### src/rtl/envgen_pkg.sv
// Shared types and saturating helpers for the polyphonic ADSR envelope generator.
package envgen_pkg;

  typedef enum logic [4:0] {
    ST_IDLE    = 5'b00001,
    ST_ATTACK  = 5'b00010,
    ST_DECAY   = 5'b00100,
    ST_SUSTAIN = 5'b01000,
    ST_RELEASE = 5'b10000
  } env_state_e;

  // Helpers work at 32 bits; callers narrow the result back to the level width.
  localparam int unsigned ENV_HELPER_W = 32;

  function automatic logic [ENV_HELPER_W-1:0] env_min(input logic [ENV_HELPER_W-1:0] a,
                                                       input logic [ENV_HELPER_W-1:0] b);
    return (a < b) ? a : b;
  endfunction

  function automatic logic [ENV_HELPER_W-1:0] env_max(input logic [ENV_HELPER_W-1:0] a,
                                                       input logic [ENV_HELPER_W-1:0] b);
    return (a > b) ? a : b;
  endfunction

endpackage

### src/rtl/envgen_voice.sv
// One ADSR voice: one-hot FSM plus level register, advanced on the sample tick.
// ENVGEN_EXP_RELEASE_EN selects exponential instead of linear release.
module envgen_voice
  import envgen_pkg::*;
#(
  parameter int W = 18
) (
  input  logic         clk,
  input  logic         i_rst_b,
  input  logic         i_tick,
  input  logic         i_note_on,
  input  logic         i_note_off,
  input  logic [W-1:0] i_atk_rate,
  input  logic [W-1:0] i_dec_rate,
  input  logic [W-1:0] i_rel_rate,
  input  logic [W-1:0] i_peak_lvl,
  input  logic [W-1:0] i_sus_lvl,
  output logic [W-1:0] o_level,
  output logic         o_busy,
  output logic         o_done
);

  localparam logic [W-1:0] LVL_ZERO = {W{1'b0}};
  localparam logic [W-1:0] LVL_ONE  = {{(W-1){1'b0}}, 1'b1};

  env_state_e   r_state;
  env_state_e   w_state_nxt;
  logic [W-1:0] r_level;
  logic [W-1:0] w_lvl_nxt;
  logic         r_done;
  logic         w_done_nxt;

  logic [W-1:0] w_st;
  logic [W:0]   w_atk_sum;
  logic         w_atk_hit;
  logic [W-1:0] w_dec_sub;
  logic [W-1:0] w_dec_lvl;
  logic [W-1:0] w_rel_step;
  logic [W-1:0] w_rel_lvl;

  assign w_st      = W'(env_min(ENV_HELPER_W'(i_sus_lvl), ENV_HELPER_W'(i_peak_lvl)));
  assign w_atk_sum = {1'b0, r_level} + {1'b0, i_atk_rate};
  // Zero rate jumps straight to peak; a level already above peak clamps down.
  assign w_atk_hit = (i_atk_rate == LVL_ZERO) || (w_atk_sum >= {1'b0, i_peak_lvl});
  assign w_dec_sub = (r_level > i_dec_rate) ? (r_level - i_dec_rate) : LVL_ZERO;
  assign w_dec_lvl = (i_dec_rate == LVL_ZERO) ? w_st
                   : W'(env_max(ENV_HELPER_W'(w_dec_sub), ENV_HELPER_W'(w_st)));

`ifdef ENVGEN_EXP_RELEASE_EN
  assign w_rel_step = (r_level >> i_rel_rate[4:0]) | LVL_ONE;
`else
  assign w_rel_step = i_rel_rate;
`endif
  assign w_rel_lvl = ((i_rel_rate == LVL_ZERO) || (r_level <= w_rel_step)) ? LVL_ZERO
                   : (r_level - w_rel_step);

  // Next-state, next-level and done-pulse decode; requests take priority over ramps.
  always_comb begin
    w_state_nxt = r_state;
    w_lvl_nxt   = r_level;
    w_done_nxt  = 1'b0;
    if (r_state == ST_IDLE) begin
      w_lvl_nxt = LVL_ZERO;
      if (i_note_on) begin
        w_state_nxt = ST_ATTACK;
      end else begin
        w_state_nxt = ST_IDLE;
      end
    end else if (i_note_on) begin
      w_state_nxt = ST_ATTACK;
    end else if (i_note_off && (r_state != ST_RELEASE)) begin
      w_state_nxt = ST_RELEASE;
    end else begin
      case (r_state)
        ST_ATTACK: begin
          if (i_tick && w_atk_hit) begin
            w_lvl_nxt   = i_peak_lvl;
            w_state_nxt = ST_DECAY;
          end else if (i_tick) begin
            w_lvl_nxt = w_atk_sum[W-1:0];
          end else begin
            w_lvl_nxt = r_level;
          end
        end
        ST_DECAY: begin
          if (i_tick) begin
            w_lvl_nxt = w_dec_lvl;
            if (w_dec_lvl == w_st) begin
              w_state_nxt = ST_SUSTAIN;
            end else begin
              w_state_nxt = ST_DECAY;
            end
          end else begin
            w_lvl_nxt = r_level;
          end
        end
        ST_SUSTAIN: begin
          w_lvl_nxt = w_st;
        end
        ST_RELEASE: begin
          if (i_tick) begin
            w_lvl_nxt = w_rel_lvl;
            if (w_rel_lvl == LVL_ZERO) begin
              w_state_nxt = ST_IDLE;
              w_done_nxt  = 1'b1;
            end else begin
              w_state_nxt = ST_RELEASE;
            end
          end else begin
            w_lvl_nxt = r_level;
          end
        end
        default: begin
          w_state_nxt = ST_IDLE;
          w_lvl_nxt   = LVL_ZERO;
        end
      endcase
    end
  end

  // State, level and done registers.
  always_ff @(posedge clk or negedge i_rst_b) begin
    if (!i_rst_b) begin
      r_state <= ST_IDLE;
      r_level <= LVL_ZERO;
      r_done  <= 1'b0;
    end else begin
      r_state <= w_state_nxt;
      r_level <= w_lvl_nxt;
      r_done  <= w_done_nxt;
    end
  end

  assign o_level = r_level;
  assign o_busy  = (r_state != ST_IDLE);
  assign o_done  = r_done;

endmodule

### src/rtl/envgen_poly.sv
// Polyphonic ADSR envelope generator: VOICES independent envgen_voice instances sharing one shape.
// ENVGEN_EXP_RELEASE_EN selects exponential release in every voice.
module envgen_poly
  import envgen_pkg::*;
#(
  parameter int VOICES = 8,
  parameter int W      = 18
) (
  input  logic                clk,
  input  logic                rst_b,
  input  logic                tick,
  input  logic [VOICES-1:0]   note_on,
  input  logic [VOICES-1:0]   note_off,
  input  logic [W-1:0]        atk_rate,
  input  logic [W-1:0]        dec_rate,
  input  logic [W-1:0]        rel_rate,
  input  logic [W-1:0]        peak_lvl,
  input  logic [W-1:0]        sus_lvl,
  output logic [VOICES*W-1:0] level,
  output logic [VOICES-1:0]   busy,
  output logic [VOICES-1:0]   done
);

  for (genvar v = 0; v < VOICES; v++) begin : g_voice
    envgen_voice #(.W(W)) u_voice (
      .clk        (clk),
      .i_rst_b    (rst_b),
      .i_tick     (tick),
      .i_note_on  (note_on[v]),
      .i_note_off (note_off[v]),
      .i_atk_rate (atk_rate),
      .i_dec_rate (dec_rate),
      .i_rel_rate (rel_rate),
      .i_peak_lvl (peak_lvl),
      .i_sus_lvl  (sus_lvl),
      .o_level    (level[v*W +: W]),
      .o_busy     (busy[v]),
      .o_done     (done[v])
    );
  end

endmodule

### config.mk
export PLATFORM = sky130hd
export DESIGN_NAME = envgen_poly
export DESIGN_NICKNAME = d
export VERILOG_FILES = /design/src/rtl/envgen_pkg.sv /design/src/rtl/envgen_voice.sv /design/src/rtl/envgen_poly.sv
export SDC_FILE = /design/constraint.sdc
export NUM_CORES = 2
export LEC_CHECK = 0
export BUFFER_PORTS_ARGS = -buffer_cell sky130_fd_sc_hd__buf_2
export CAP_MARGIN = 40
export CORE_MARGIN = 2
export CORE_UTILIZATION = 30
export CTS_CLUSTER_SIZE = 20
export DETAILED_ROUTE_END_ITERATION = 7
export HOLD_SLACK_MARGIN = 0.1
export PLACE_DENSITY = 0.44
export SETUP_SLACK_MARGIN = 0.1
export SKIP_LAST_GASP = 1
export SLEW_MARGIN = 25
export SYNTH_ARGS = -nofsm -noshare
export SYNTH_HDL_FRONTEND = slang
export SYNTH_SLANG_ARGS = --single-unit
### constraint.sdc
create_clock -name clk -period 7.15 [get_ports clk]
set_input_delay 1.43 -clock clk [delete_from_list [all_inputs] [get_ports clk]]
set_output_delay 1.43 -clock clk [all_outputs]
set_load 0.01 [all_outputs]
======== After elaboration in Yosys (flattened, before gate mapping) ========
Cells that the tools add are included.
word-level totals
  word-level logic and storage cells ...... 501
  flip-flop bits (word level) ............. 192
  output and inout port bits .............. 160
  memory bits (read-only) ................. 0
  RAM bits ................................ 0
  latch bits .............................. 0
  memories ................................ 0
operators by class
  bitwise logic cells ..................... 0
  $mul .................................... 0
  magnitude comparators ................... 33
  divide/modulo/power cells ............... 0
  reduce and logical (&&, ||, !) cells .... 59
  eq/ne operators ......................... 136
  mux-type cells .......................... 225
  shift operators ......................... 0
  add/sub/neg operators ................... 24
operators by type and width
  kind                  number
  $mux W18              89
  $pmux W18 S4          8
  $gt A18 B18 Y1        16
  $sub A18 B18 Y18      16
  $mux W5               56
  $logic_not A18 Y1     11
  $pmux W5 S4           8
  $add A18 B18 Y19      8
  $ge A19 B18 Y1        8
  $eq A18 B18 Y1        8
  $le A18 B18 Y1        8
  $ne A5 B3 Y1 const B  16
  $ne A4 B2 Y1 const B  16
  $mux W1               48
  $ne A3 B2 Y1 const B  16
  $eq A5 B1 Y1 const B  8
  $eq A5 B2 Y1 const B  8
  $eq A5 B3 Y1 const B  8
  $eq A5 B4 Y1 const B  8
  $eq A5 B5 Y1 const B  8
  $ne A5 B1 Y1 const B  8
  $ne A5 B2 Y1 const B  8
  $ne A5 B5 Y1 const B  8
  $reduce_and A5 Y1     8
  other kinds (7)       73

======== Logic depth before layout (Yosys ltp) ========
  depth after elaboration ................. 12
  gate-level depth with buffers ........... 27

======== By module ========
Synthesis repeated with hierarchy kept, for this count alone.
unflattened totals
  cell total of the unflattened synthesis .. 6,967
  area total of the unflattened synthesis .. 52,128.7 um^2
modules (own cells, without submodules)
  module                                  area an instance (um^2)  seq. area each (um^2)  times used  cells each
  envgen_voice at g_voice[0].u_voice ...  6,530.0                  601.8                  3           852
  envgen_voice at g_voice[5].u_voice ...  6,617.6                  601.8                  2           900
  envgen_voice at g_voice[1].u_voice      6,583.8                  601.8                  1           874
  envgen_voice at g_voice[7].u_voice      6,481.2                  601.8                  1           891
  envgen_voice at g_voice[4].u_voice      6,238.5                  601.8                  1           846

======== Worst setup path after synthesis ========
Ideal clock, no wire load.
  kind .................................... input port to flip-flop
  start ................................... in dec_rate[1]
  end ..................................... reg g_voice[6].u_voice.r_level[17]
  stages on the path ...................... 23
  data arrival time ....................... 6,323 ps
  buffers on the path ..................... 3
  library setup time ...................... 122 ps
  setup slack ............................. 705 ps
  cell sequence ........................... inv_1 > fa_1 > a211oi_1 > o21bai_1 > a211oi_1 > a21bo_2 > a2bb2oi_1 > buf_2 > buf_2 > buf_1 > nor2_1 > ha_1 > a21o_1 > a21oi_1 > nor2b_1 > o31ai_1 > o2111ai_1 > nand4_1 > a21oi_1 > nor2_1 > a221o_1 > a221o_1 > a32o_1
on the way
  word-level cells in the longest chain between the ends .. 10
  elaborated cells between the ends (all ways) .. 12
  those cells by class .................... add/sub: 1; order compare: 2; mux: 8; reduce/logical: 1
RTL lines
  item                                                       line                 RTL
  start: declaration                                         envgen_poly.sv:15    input logic [W-1:0] dec_rate,
  $sub A18 B18 Y18 / $gt A18 B18 Y1 (equally long branches)  envgen_voice.sv:45   assign w_dec_sub = (r_level > i_dec_rate) ? (r_level - i_dec_rate) : LVL_ZERO;
  $mux W18                                                   envgen_voice.sv:45
  $gt A18 B18 Y1                                             envgen_pkg.sv:22     return (a > b) ? a : b;
  $mux W18                                                   envgen_pkg.sv:22
  $mux W18 (*)                                               envgen_voice.sv:46   assign w_dec_lvl = (i_dec_rate == LVL_ZERO) ? w_st
  $mux W18 (*)                                               envgen_voice.sv:86   if (i_tick) begin
  $pmux W18 S4 (*)                                           envgen_voice.sv:74   case (r_state)
  $mux W18 (*)                                               envgen_voice.sv:71   end else if (i_note_off && (r_state != ST_RELEASE)) begin
  $mux W18 (*)                                               envgen_voice.sv:69   end else if (i_note_on) begin
  $mux W18 (*)                                               envgen_voice.sv:62   if (r_state == ST_IDLE) begin
  end signal: assignment                                     envgen_voice.sv:129  r_level <= w_lvl_nxt;
  end: declaration                                           envgen_voice.sv:28   logic [W-1:0] r_level;
Every way passes the cells marked *; elsewhere a longest branch is shown, timed or not. The select of a mux whose other input is x is not followed.
A chain may end at the register's enable or synchronous reset.

======== Worst setup path in the final report ========
  start ................................... in peak_lvl[2]
  end ..................................... reg g_voice[7].u_voice.r_state[2]
on the way
  word-level cells in the longest chain between the ends .. 12
  elaborated cells between the ends (all ways) .. 17
  those cells by class .................... order compare: 3; eq/ne: 2; mux: 9; reduce/logical: 3
RTL lines
  item                    line                 RTL
  start: declaration      envgen_poly.sv:17    input logic [W-1:0] peak_lvl,
  $lt A18 B18 Y1          envgen_pkg.sv:17     return (a < b) ? a : b;
  $mux W18                envgen_pkg.sv:17
  $gt A18 B18 Y1          envgen_pkg.sv:22
  $mux W18                envgen_pkg.sv:22
  $mux W18                envgen_voice.sv:46
  $eq A18 B18 Y1          envgen_voice.sv:88   if (w_dec_lvl == w_st) begin
  $mux W4                 envgen_voice.sv:88
  $mux W5                 envgen_voice.sv:86
  $pmux W5 S4             envgen_voice.sv:74
  $mux W5                 envgen_voice.sv:71
  $mux W5                 envgen_voice.sv:69
  $mux W5                 envgen_voice.sv:62
  end signal: assignment  envgen_voice.sv:128  r_state <= w_state_nxt;
  end: declaration        envgen_voice.sv:26   env_state_e r_state;
Parallel ways exist; a longest one is shown, timed or not. The select of a mux whose other input is x is not followed.

==> out/metrics.yaml <==
synthesis:
  synth_nets: 6473
  yosysWarnings: 0
  async_flop_share_pct: 100
  synthAdderAreaFrac_pct: 22.8
  synth_top_family_by_area: "compound AO/OA/AOI/OAI gates"
  avgSynthCellArea_um2: 7.60
  synth_edf_count: 0
  synth_compound_area_share_pct: 29.8
  synthesis.area_um2: 42600
  muxShareOfSynthArea_pct: 2.74
  synth_seq_area_share_pct: 11.3
  ys_ff_latch: 192
  synthFlopType: "dfrtp_1"
  postSynthCellCount: 5603
  synth_xor_area_share_pct: 8.74
  synthDistinctLibCells: 107
  synth-simple-area-share_pct: 20.6
worst_setup_path:
  worstReg2RegEnd: "g_voice[0].u_voice.o_level[13]"
  crit_path_end: "g_voice[7].u_voice.r_state[2]"
  cp-end-kind: "register"
  crit_type: "in2reg"
  crit_slowest_cell: "o31a_1"
  critical_path_arrival_ps: 7100
  cp_top_family: "compound AO/OA/AOI/OAI gates"
  reg2reg_from: "g_voice[0].u_voice.o_level[0]"
  cp_data_required_time_ps: 7610
  worstPathMaxFanout: 11
  critical-path-max-stage-delay_ps: 430
  critPathLaunchType: "primary input"
  path_buf_inv: 5
  crit_cells: 25
  r2r_cells: 21
  r2r_setup_slack_ps: 1040
  startpoint: "peak_lvl[2]"
die:
  die_area_um2: 145000
  die_x_um: 381
  io_pins: 269
  start_util_pct: 30.1
  die_y_um: 381
  core_um2: 141000
  num_rows: 138
place:
  gp_congestion: 1.01
  dp_hpwl_mm: 213
  placed_area_um2: 48900
  io_buffers: 268
cells_and_area:
  final_area_um2: 49600
  final_common_cell: "ha_1"
  final_util_pct: 35.1
  mostFrequentLayoutCells: "737 x ha_1, 501 x nor2_1, 489 x a21oi_1, 401 x nand2_1, 341 x buf_4"
  drive_gt1_share_pct: 12.9
  nNetsFinal: 6970
  area_growth_pct: 16.5
global_routing:
  grt_pass1_wl_mm: 370
  grtUsageTotal_pct: 36.2
  overflow: 0
  antenna_found_initial: 49
  first_global_vias: 46100
  grt_max_degree: 104
clock_tree:
  cts.sinks: 192
  ctsResizeCount: 0
  hold_buffers: 0
  clock_latency_ps: 580
  cts_root_buffer: "clkbuf_16"
  htreeDepth: 4
  cts_setup_buffers: 0
  cts.reportedPaths.clkPinSlew_ps: 80
  cts_buffers: 17
  clockBufferDepth: 2
  tritoncts: "done"
timing:
  fin_hold_ws_ps: 546
  hold_viol_final: 0
  fmax_mhz: 151
  worstMarginPinSlew_ps: 957
  setup_viol: 0
  drv_slew: 0
  fin_skew_ps: 20.5
  slew_headroom_pct: 34.9
  fin_crit_ps: 6640
  period_share_pct: 92.8
  rsz0062_at_grt: "false"
detailed_routing:
  viasPerCell: 6.25
  ant_nets: 0
  routed_wl_mm: 272
  initialDrtViolationCount: 6154
  drc: 14
  via_count: 50200
  wl_per_cell_um: 33.9
  drt-pass1-iter-count: 8
run_status:
  status: "complete, but fails checks"
  violations: "design-rule violations"
power:
  powerDensity_nw_per_um2: 160
  peakVddDrop_uv: 255
  p_leak_uw: 0.0238
  power_uw: 7940
worst_hold_path:
  hold_depth: 1
  min_path_type: "reg2reg"
flow_run:
  max_cap_violations: 0
-- flip-flops by register name, summed over array words and instances, names as in the netlist --
register	cells
g_voice.u_voice.r_state	40
g_voice.u_voice.o_done	8
g_voice.u_voice.o_level	144
-- kinds of logic after synthesis --
family	Yosys count
simple gates	1780
buf+inv	429
fa+ha+maj	761
xor+xnor	425
flops	192
mux	113
compound gates	1903
-- how the worst min path moves through the flow --
| stage | startpoint | endpoint | slack (ps) |
|---|---|---|---|
| 2_1_floorplan | g_voice[0].u_voice.r_state[1] | g_voice[0].u_voice.r_state[1] | 490 |
| 3_3_place_gp | g_voice[0].u_voice.r_state[1] | g_voice[0].u_voice.r_state[1] | 520 |
| 3_5_place_dp | g_voice[0].u_voice.r_state[1] | g_voice[0].u_voice.r_state[1] | 530 |
| 4_1_cts | g_voice[0].u_voice.r_state[1] | g_voice[0].u_voice.r_state[1] | 550 |
| 5_1_grt | g_voice[4].u_voice.r_state[4] | g_voice[4].u_voice.r_state[4] | 580 |
| 6_report | g_voice[0].u_voice.r_state[1] | g_voice[0].u_voice.r_state[1] | 550 |
-- synth_stat cells, drive strengths merged (17+ instances only) --
| library cell | instances | area (um2) |
|---|---|---|
| a2111oi | 17 | 155 |
| a211oi | 67 | 503 |
| a21o | 194 | 1460 |
| a21oi | 491 | 2460 |
| a221oi | 26 | 234 |
| a222oi | 27 | 270 |
| a22oi | 51 | 383 |
| a31oi | 53 | 332 |
| and2 | 31 | 194 |
| and3 | 69 | 432 |
| and4 | 26 | 228 |
| buf | 57 | 325 |
| clkbuf | 117 | 440 |
| dfrtp | 184 | 4600 |
| fa | 24 | 480 |
| ha | 737 | 9220 |
| inv | 252 | 951 |
| mux2i | 97 | 983 |
| nand2 | 405 | 1540 |
| nand2b | 74 | 463 |
| nand3 | 147 | 741 |
| nand3b | 26 | 195 |
| nand4 | 121 | 757 |
| nor2 | 501 | 1880 |
| nor2b | 85 | 534 |
| nor3 | 130 | 656 |
| nor4 | 49 | 313 |
| o2111ai | 17 | 149 |
| o211ai | 71 | 533 |
| o21a | 83 | 623 |
| o21ai | 337 | 1690 |
| o21bai | 54 | 405 |
| o221ai | 80 | 701 |
| o22ai | 86 | 538 |
| o31ai | 34 | 260 |
| or2 | 22 | 140 |
| or3 | 35 | 219 |
| or4 | 20 | 150 |
| xnor2 | 296 | 2590 |
| xor2 | 129 | 1130 |
-- report_power, final --
part	internal, uW	switching, uW	leakage [uW]
clock network	551	571	0.000292
logic	1960	3450	0.0209
registers	1180	241	0.00261
total	3680	4260	0.0238
-- cell type report --
cell class	count	area (um2)
flip-flops and latches	192	4810
diodes	25	62.6
inverters	255	962
repair buffers	652	4690
well taps	1890	2360
multi-input cells	4982	36100
fillers	15300	91600
clock inverters	13	161
clock buffers	19	433
-- worst reg2reg max path, stage by stage (launching register included) --
cell and delay, ps:
dfrtp_1 510, ha_1 270, fa_1 400, a21o_1 190
a21oi_1 220, nor2b_1 70, o21a_1 200, o41ai_2 300
o21a_1 240, o21ai_0 130, xor2_1 320, ha_1 320
a21o_1 170, a2111oi_0 420, o21ai_0 180, a2111oi_0 460
o21ai_0 170, o31a_1 440, and2_1 250, a221oi_1 300
o21ai_0 130, a221o_1 300
-- routing by layer --
metal / global-route usage (%) / wire length, um
met1: 47.7 / 115000
met2: 53.3 / 113000
met3: 9.27 / 26900
met4: 20.5 / 17600
met5: 0 / 289
-- through the flow --
step	std cells	setup TNS [ps]	setup WS [ps]
after CTS	7998	0	563
after floorplan	5603	0	705
after global routing	8005	0	160
after detailed placement	7966	-101	-50.8
final	8028	0	513
after global placement	7958	0	159
Power figures use the tool's default switching activity.
